[src/rtl/logic_op_sequencer.sv]
// -----------------------------------------------------------------------------
// logic_op_sequencer
//
// Purpose:
//   Issuing side of the ALU logical-unit interface. The block accepts a
//   logical-operation request over a valid/ready handshake. It breaks composite
//   operations (NAND, NOR, XOR, ANDN) into single-cycle passes through an
//   external logical unit that only implements AND / OR / NOTB / NOP.
//   Intermediate values are kept in the temporaries t1/t2. The final value is
//   returned over a valid/ready response handshake.
//
// Ports:
//   clk        in   rising-edge clock
//   reset      in   asynchronous, active-high reset
//   req_valid  in   request present
//   req_ready  out  block can accept a request (IDLE only)
//   req_op     in   [2:0] operation code
//   req_a      in   [NBITS-1:0] operand A
//   req_b      in   [NBITS-1:0] operand B
//   rsp_valid  out  result available (registered)
//   rsp_ready  in   consumer takes the result
//   rsp_y      out  [NBITS-1:0] result (registered, stable while rsp_valid)
//   lu_a       out  [NBITS-1:0] logical-unit operand A
//   lu_b       out  [NBITS-1:0] logical-unit operand B
//   lu_ctrl    out  [2:0] one-hot unit control: AND=001 OR=010 NOTB=100 NOP=000
//   lu_y       in   [NBITS-1:0] logical-unit result (combinational)
//   busy       out  high whenever the FSM is not in IDLE
// -----------------------------------------------------------------------------
module logic_op_sequencer #(
   parameter int NBITS = 32
) (
   input  logic             clk,
   input  logic             reset,
   input  logic             req_valid,
   output logic             req_ready,
   input  logic [2:0]       req_op,
   input  logic [NBITS-1:0] req_a,
   input  logic [NBITS-1:0] req_b,
   output logic             rsp_valid,
   input  logic             rsp_ready,
   output logic [NBITS-1:0] rsp_y,
   output logic [NBITS-1:0] lu_a,
   output logic [NBITS-1:0] lu_b,
   output logic [2:0]       lu_ctrl,
   input  logic [NBITS-1:0] lu_y,
   output logic             busy
);

   typedef enum logic [1:0] {
      ST_IDLE = 2'd0,
      ST_EXEC = 2'd1,
      ST_DONE = 2'd2
   } state_t;

   // Logical-unit control codes
   localparam logic [2:0] CTRL_NOP  = 3'b000;
   localparam logic [2:0] CTRL_AND  = 3'b001;
   localparam logic [2:0] CTRL_OR   = 3'b010;
   localparam logic [2:0] CTRL_NOTB = 3'b100;

   // Operand sources for a pass ("x" is the latched A operand)
   localparam logic [2:0] SRC_ZERO = 3'd0;
   localparam logic [2:0] SRC_X    = 3'd1;
   localparam logic [2:0] SRC_B    = 3'd2;
   localparam logic [2:0] SRC_T1   = 3'd3;
   localparam logic [2:0] SRC_T2   = 3'd4;

   // Destination of a pass; DST_RSP marks the final pass of an op
   localparam logic [1:0] DST_T1  = 2'd0;
   localparam logic [1:0] DST_T2  = 2'd1;
   localparam logic [1:0] DST_RSP = 2'd2;

   typedef struct packed {
      logic [2:0] ctrl;
      logic [2:0] src_a;
      logic [2:0] src_b;
      logic [1:0] dst;
   } pass_t;

   // Microprogram: the pass executed for a given op at a given step.
   // Unreachable steps fall back to a NOP that finishes the op, so the
   // step counter can never run past an op's last pass.
   function automatic pass_t decode_pass(input logic [2:0] op, input logic [1:0] step);
      pass_t p;
      p.ctrl  = CTRL_NOP;
      p.src_a = SRC_ZERO;
      p.src_b = SRC_ZERO;
      p.dst   = DST_RSP;
      case (op)
         3'b000: begin
            p.ctrl = CTRL_NOP;
         end
         3'b001: begin
            p.ctrl = CTRL_AND;  p.src_a = SRC_X;  p.src_b = SRC_B;
         end
         3'b010: begin
            p.ctrl = CTRL_OR;   p.src_a = SRC_X;  p.src_b = SRC_B;
         end
         3'b011: begin
            p.ctrl = CTRL_NOTB; p.src_b = SRC_B;
         end
         3'b100, 3'b101: begin
            if (step == 2'd0) begin
               p.ctrl  = (op == 3'b100) ? CTRL_AND : CTRL_OR;
               p.src_a = SRC_X;
               p.src_b = SRC_B;
               p.dst   = DST_T1;
            end else begin
               p.ctrl  = CTRL_NOTB;
               p.src_b = SRC_T1;
            end
         end
         3'b110: begin
            // XOR = (x | b) & ~(x & b)
            case (step)
               2'd0: begin p.ctrl = CTRL_OR;   p.src_a = SRC_X;  p.src_b = SRC_B;  p.dst = DST_T1; end
               2'd1: begin p.ctrl = CTRL_AND;  p.src_a = SRC_X;  p.src_b = SRC_B;  p.dst = DST_T2; end
               2'd2: begin p.ctrl = CTRL_NOTB; p.src_b = SRC_T2; p.dst = DST_T2; end
               2'd3: begin p.ctrl = CTRL_AND;  p.src_a = SRC_T1; p.src_b = SRC_T2; end
               default: begin p.ctrl = CTRL_NOP; end
            endcase
         end
         3'b111: begin
            if (step == 2'd0) begin
               p.ctrl  = CTRL_NOTB;
               p.src_b = SRC_B;
               p.dst   = DST_T1;
            end else begin
               p.ctrl  = CTRL_AND;
               p.src_a = SRC_X;
               p.src_b = SRC_T1;
            end
         end
         default: begin
            p.ctrl = CTRL_NOP;
         end
      endcase
      return p;
   endfunction

   // Operand multiplexer shared by both lu ports
   function automatic logic [NBITS-1:0] sel_operand(
      input logic [2:0]       src,
      input logic [NBITS-1:0] x,
      input logic [NBITS-1:0] b,
      input logic [NBITS-1:0] t1,
      input logic [NBITS-1:0] t2
   );
      logic [NBITS-1:0] v;
      case (src)
         SRC_X:   v = x;
         SRC_B:   v = b;
         SRC_T1:  v = t1;
         SRC_T2:  v = t2;
         default: v = '0;
      endcase
      return v;
   endfunction

   state_t           state_q, state_d;
   logic [2:0]       op_q, op_d;
   logic [NBITS-1:0] x_q, x_d;
   logic [NBITS-1:0] b_q, b_d;
   logic [NBITS-1:0] t1_q, t1_d;
   logic [NBITS-1:0] t2_q, t2_d;
   logic [1:0]       step_q, step_d;
   logic [NBITS-1:0] rsp_y_q, rsp_y_d;
   logic             rsp_valid_q, rsp_valid_d;
   pass_t            pass_s;

   assign pass_s    = decode_pass(op_q, step_q);
   assign req_ready = (state_q == ST_IDLE);
   assign busy      = (state_q != ST_IDLE);
   assign rsp_valid = rsp_valid_q;
   assign rsp_y     = rsp_y_q;

   // Logical-unit drive. This depends only on registered state, so the
   // external combinational unit never sees the req_* ports.
   always_comb begin
      lu_ctrl = CTRL_NOP;
      lu_a    = '0;
      lu_b    = '0;
      if (state_q == ST_EXEC) begin
         lu_ctrl = pass_s.ctrl;
         lu_a    = sel_operand(pass_s.src_a, x_q, b_q, t1_q, t2_q);
         lu_b    = sel_operand(pass_s.src_b, x_q, b_q, t1_q, t2_q);
      end else begin
         lu_ctrl = CTRL_NOP;
      end
   end

   // Next-state logic: request latch, pass writeback and response handshake
   always_comb begin
      state_d     = state_q;
      op_d        = op_q;
      x_d         = x_q;
      b_d         = b_q;
      t1_d        = t1_q;
      t2_d        = t2_q;
      step_d      = step_q;
      rsp_y_d     = rsp_y_q;
      rsp_valid_d = rsp_valid_q;
      case (state_q)
         ST_IDLE: begin
            if (req_valid) begin
               op_d    = req_op;
               x_d     = req_a;
               b_d     = req_b;
               step_d  = 2'd0;
               state_d = ST_EXEC;
            end else begin
               state_d = ST_IDLE;
            end
         end
         ST_EXEC: begin
            case (pass_s.dst)
               DST_T1: begin
                  t1_d   = lu_y;
                  step_d = step_q + 2'd1;
               end
               DST_T2: begin
                  t2_d   = lu_y;
                  step_d = step_q + 2'd1;
               end
               DST_RSP: begin
                  rsp_y_d     = lu_y;
                  rsp_valid_d = 1'b1;
                  state_d     = ST_DONE;
               end
               default: begin
                  state_d = ST_IDLE;
               end
            endcase
         end
         ST_DONE: begin
            if (rsp_ready) begin
               rsp_valid_d = 1'b0;
               state_d     = ST_IDLE;
            end else begin
               rsp_valid_d = 1'b1;
            end
         end
         default: begin
            rsp_valid_d = 1'b0;
            state_d     = ST_IDLE;
         end
      endcase
   end

   // State and datapath registers
   always_ff @(posedge clk or posedge reset) begin
      if (reset) begin
         state_q     <= ST_IDLE;
         op_q        <= 3'd0;
         x_q         <= '0;
         b_q         <= '0;
         t1_q        <= '0;
         t2_q        <= '0;
         step_q      <= 2'd0;
         rsp_y_q     <= '0;
         rsp_valid_q <= 1'b0;
      end else begin
         state_q     <= state_d;
         op_q        <= op_d;
         x_q         <= x_d;
         b_q         <= b_d;
         t1_q        <= t1_d;
         t2_q        <= t2_d;
         step_q      <= step_d;
         rsp_y_q     <= rsp_y_d;
         rsp_valid_q <= rsp_valid_d;
      end
   end

endmodule
[config.mk]
export PLATFORM = sky130hd
export DESIGN_NAME = logic_op_sequencer
export DESIGN_NICKNAME = d
export VERILOG_FILES = /design/src/rtl/logic_op_sequencer.sv
export SDC_FILE = /design/constraint.sdc
export NUM_CORES = 1
export LEC_CHECK = 0
export BUFFER_PORTS_ARGS = -buffer_cell sky130_fd_sc_hd__buf_2
export CORE_ASPECT_RATIO = 1.75
export CORE_MARGIN = 2
export CORE_UTILIZATION = 58
export CTS_CLUSTER_DIAMETER = 150
export CTS_CLUSTER_SIZE = 14
export DETAILED_ROUTE_END_ITERATION = 7
export PLACE_DENSITY_LB_ADDON = 0.2
export SETUP_SLACK_MARGIN = 0.2
export SYNTH_ARGS = -nofsm -noshare
export SYNTH_HDL_FRONTEND = slang
export SYNTH_SLANG_ARGS = --single-unit
[constraint.sdc]
create_clock -name clk -period 7.7 [get_ports clk]
set_clock_uncertainty 0.05 [all_clocks]
set_input_delay 0.77 -clock clk [delete_from_list [all_inputs] [get_ports clk]]
set_output_delay 0.77 -clock clk [all_outputs]
set_load 0.02 [all_outputs]
---- Word-level counts from Yosys, hierarchy flattened ----
Index checks and enable logic that the tools add are counted.
storage, ports and cells
  latch bits .............................. 0
  ROM bits ................................ 0
  memories ................................ 0
  register bits ........................... 168
  output and inout port bits .............. 102
  word-level logic and storage cells ...... 90
  RAM bits ................................ 0
  input port bits ......................... 103
cells by class
  multiply operators ...................... 0
  bitwise operators ....................... 1
  muxes and demuxes ....................... 30
  equality and inequality tests ........... 27
  order comparisons ....................... 0
  shift-type cells ........................ 0
  div/mod/pow operators ................... 0
  reductions and logical operators ........ 22
  add/subtract/negate cells ............... 1
operators with widths
  kind                                                                   count
  32-bit one-hot mux with 4 select lines                                 2
  32-bit two-way mux                                                     2
  3-bit one-hot mux with 7 select lines                                  1
  2-bit one-hot mux with 2 select lines                                  5
  3-bit by 2-bit equality test with 1-bit output, second input constant  6
  3-bit equality test, second input constant                             6
  3-bit one-hot mux with 3 select lines                                  2
  2-bit OR reduction                                                     7
  3-bit one-hot mux with 4 select lines                                  1
  2-bit AND reduction                                                    6
  2-bit two-way mux                                                      5
  3-bit by 1-bit equality test with 1-bit output, second input constant  3
  3-bit two-way mux                                                      3
  2-bit equality test, second input constant                             4
  2-bit inequality test, second input constant                           4
  2-bit by 1-bit equality test with 1-bit output, second input constant  3
  2-bit zero test                                                        3
  1-bit two-way mux                                                      6
  2-bit one-hot mux with 3 select lines                                  1
  3-bit one-hot mux with 2 select lines                                  1
  3-bit OR reduction                                                     2
  2-bit nonzero test                                                     2
  3-bit zero test                                                        1
  1-bit one-hot mux with 3 select lines                                  1
  other kinds (4)                                                        4

---- Depth between registers and ports, before layout ----
  depth after elaboration ................. 8
  mapped depth ............................ 8
  depth with buffers taken out ............ 6

---- Worst setup path before layout ----
OpenSTA, ideal clock, no wires.
  path kind ............................... reg-to-output
  from .................................... register step_q[0]
  to ...................................... output port lu_a[0]
  path slack .............................. 4800 ps
  stages on the path, launching flop included .. 9
  arrival time ............................ 2080 ps
  path buffers ............................ 2
  data required time ...................... 6880 ps
  path through ............................ dfrtp_1 > inv_1 > ha_1 > clkbuf_1 > mux2_4 > o221ai_4 > buf_6 > nand3_1 > a21oi_1
on the way
  word-level cells in the longest chain between the ends .. 7
  elaborated cells on any way between the ends .. 14
  classes of those cells .................. eq/ne: 6; mux: 6; reduce/logical: 2
ends and longest elaborated chain
  what                                                                                      line           RTL
  start: declaration                                                                        166            logic [1:0] step_q, step_d;
  start signal: assignment                                                                  269            step_q <= step_d;
  2-bit by 1-bit equality test with 1-bit output / 2-bit zero test (equally long branches)  115, 103, 124
  2-bit OR reduction (no source line)                                                       n/a
  2-bit one-hot mux with 2 select lines                                                     115            case (step)
  3-bit one-hot mux with 4 select lines *                                                   89             case (op)
  3-bit equality test, or another cell as far along                                         150            case (src)
  32-bit one-hot mux with 4 select lines *                                                  150
  32-bit two-way mux *                                                                      183            if (state_q == ST_EXEC) begin
  end: declaration                                                                          42             output logic [NBITS-1:0] lu_a,
Mark *: on every way between the ends. The rest lies on a longest branch, timed or not.

---- Final worst setup path ----
  from .................................... register op_q[1]
  to ...................................... output port lu_b[20]
on the way
  word-level cells in the longest chain between the ends .. 6
  elaborated cells on any way between the ends .. 16
  classes of those cells .................. eq/ne: 11; mux: 3; reduce/logical: 2
ends and longest elaborated chain
  what                                               line  RTL
  start: declaration                                 161   logic [2:0] op_q, op_d;
  start signal: assignment                           264   op_q <= op_d;
  3-bit equality test, or another cell as far along  89
  3-bit OR reduction (no source line)                n/a
  3-bit one-hot mux with 3 select lines *            89
  3-bit equality test, or another cell as far along  150
  32-bit one-hot mux with 4 select lines *           150
  32-bit two-way mux *                               183
  end: declaration                                   43    output logic [NBITS-1:0] lu_b,
Marks and branches as above.

==> run metrics <==
vias in the first global route=6760; hold violation total from the final report=0; worst slew pin tran=roughly 1.3 ns; worst slack, placed=~4.3 ns; syn_area_per_cell=between 10 and 15 um2; cts bufs inserted=17; Syn. warnings=0; total wire length=between 20000 and 25000 um; Post-synth EDFFs=0; Setup TNS Final=0 ns; cells after synthesis=about 720; post-route ant nets=0; Crit Path Class=reg -> out; final worst slack=3.71 ns; LEAKAGE=between 4 and 5 nW; data required time of the critical path=between 6 and 7 ns; pwr dens=463 nW/um2; Layout Area Growth over Synthesis=19.1%; Core Box Area=14300 um2; post-synthesis register bit count=between 150 and 200; Design Power=0.00463 W; RSZ-0062 raised after global routing=no; initial core utilization=roughly 60%; Final GP Congestion=roughly 0.89; Tmin final=3.99 ns; ys flop type=dfrtp_1; commonest non-fill, non-tap cell in the layout=buf_2; max-slew violations=0; post-CTS setup buffer count=0; CP cell instances=and2b_4 > o211a_1 > a22oi_1 > o22ai_1 > buf_2; height of the die=~160 um; Root Driver=clkbuf_16; CTS tree=done; DRT Pass-1 Iters=5; pin count of the biggest net entering global routing=96; Vias=around 6600; first-pass GRT wire length=35300 um; DRC=0; Async SR Flop Fraction=100%; Setup violations, final=0; status=finished clean; post-synthesis sequential area ratio=between 50% and 60%; I/O pins=205; grt ovf=0; worst endpoint data arrival time=about 3.2 ns; port bufs=204; Row Count=58; drt initial violations=between 400 and 500; Max Clock Freq=between 0.2 and 0.3 GHz; Layout Utilization=70.0%; initial antenna violation count=1; Final HPWL DP=~15000 um; Slowest cell on crit path=o211a_1; CP Capture Type=output pin; vias per inst=between 6 and 7; CTS Hold Bufs=0; area occupied by multi-input gates=slightly below 4000 um2; Final Hold Slack=roughly 0.45 ns; max-cap viol count=0; share of layout cells above drive strength 1=approximately 46%; Post-Syn Nets=834; clock-pin slew on the worst setup and hold paths=around 0.07 ns; HP Class=reg -> reg; die extent in x=roughly 95 um; CTS max path bufs=2; Worst slew margin=a little over an eighth; wire per inst=about 21 um; Peak VDD IR=217 uV; depth of the CTS H-tree=4; Tcrit/Tclk final=approximately half; Nets=approximately 1000; clock sinks=~170; GRT Util Overall=30.1%; CP max stage delay=slightly above 1 ns; Reg area=~4200 um2; critical path startpoint category=flop; Die Area=between 15000 and 20000 um2; Worst-Skew Late Latency=approximately 0.42 ns; CTS resizes=0; Layout fillers=between 1000 and 1500; Synth cell types=39; worst-path maximum fanout=32; Mapped Area=approximately 8400 um2; most frequent cells in the layout=buf_2 (204), dfrtp_1 (168), mux2_2 (129)
==> routing by layer <==
layer	global-route usage (%)	share of wire (%)	vias up
met2	51.2	52	313
met1	36.2	38	3258
met5	0	0	-
li1	-	-	2939
met3	5.07	6.1	58
met4	15.5	3.9	0
==> cells in the mapped netlist (4+ instances only) <==
library cell	instances	share of area (%)
mux2_4	31	5.5
nor2_1	7	0.31
buf_4	6	0.54
dfrtp_1	168	50
o22ai_1	32	2.4
a21oi_1	35	2.1
nand2_1	101	4.5
clkbuf_1	23	1.0
buf_2	17	1.0
a21o_1	33	3.0
mux2_2	129	17
a22oi_1	32	2.9
mux2_1	4	0.54
buf_6	7	0.94
inv_1	8	0.36
o21ai_0	7	0.42
ha_1	9	1.3
buf_1	6	0.27
nand3_1	36	2.1
==> cell families after synthesis <==
kind of cell,synth area share (%)
AO/OA/AOI/OAI,12.3
adder cells (fa/ha/maj),1.34
buffers and inverters,4.14
flip-flops,50.1
multiplexers,23.7
AND/OR/NAND/NOR,8.36
==> layout make-up <==
type | count | area share, %
diodes | 1 | 0.0250
flip-flops and latches | 168 | 42.0
inverters | 8 | 0.350
clock inverters | 14 | 1.51
well taps | 180 | 2.25
multi-input cells | 487 | 38.8
repair buffers | 209 | 10.6
clock buffers | 18 | 4.39
==> registers in the layout, indices dropped and copies added, names as in the netlist <==
name       count
b_q           32
op_q           3
rsp_valid      1
rsp_y         32
state_q        2
step_q         2
t1_q          32
t2_q          32
x_q           32
==> worst paths after layout <==
path,from,endpoint,slack [ns],depth (start not counted)
setup / recovery,op_q[1],lu_b[20],3.71,5
hold / removal,rsp_y[4],rsp_y[4],0.45,1
setup reg to reg,step_q[0],t2_q[8],4.94,5
hold reg to reg,rsp_y[4],rsp_y[4],0.45,1
max in group asynchronous,reset,t1_q[12],5.68,3
min in group asynchronous,reset,rsp_y[24],0.47,2
==> report_power, final <==
part	switching (W)	leakage, nW	internal [W]
Sequential	0.000346	2.04	0.00133
Combinational	0.00115	2.42	0.000932
Clock	0.000393	0.287	0.000470
==> critical path: cells and delay by family (launching register included) <==
family	cells	cell delay, ns
buffers and inverters	1	0.23
and+or+nand+nor	1	0.31
DFF	1	0.67
AOI/OAI and AO/OA	3	1.53
==> metrics by stage <==
| stage | cell area (um2) | instances |
|---|---|---|
| after floorplan | 8390 | 722 |
| after global placement | 9410 | 1052 |
| after detailed placement | 9410 | 1052 |
| after CTS | 10000 | 1084 |
| after global routing | 10000 | 1085 |
| final | 10000 | 1085 |
(Power assumes the default switching activity.)
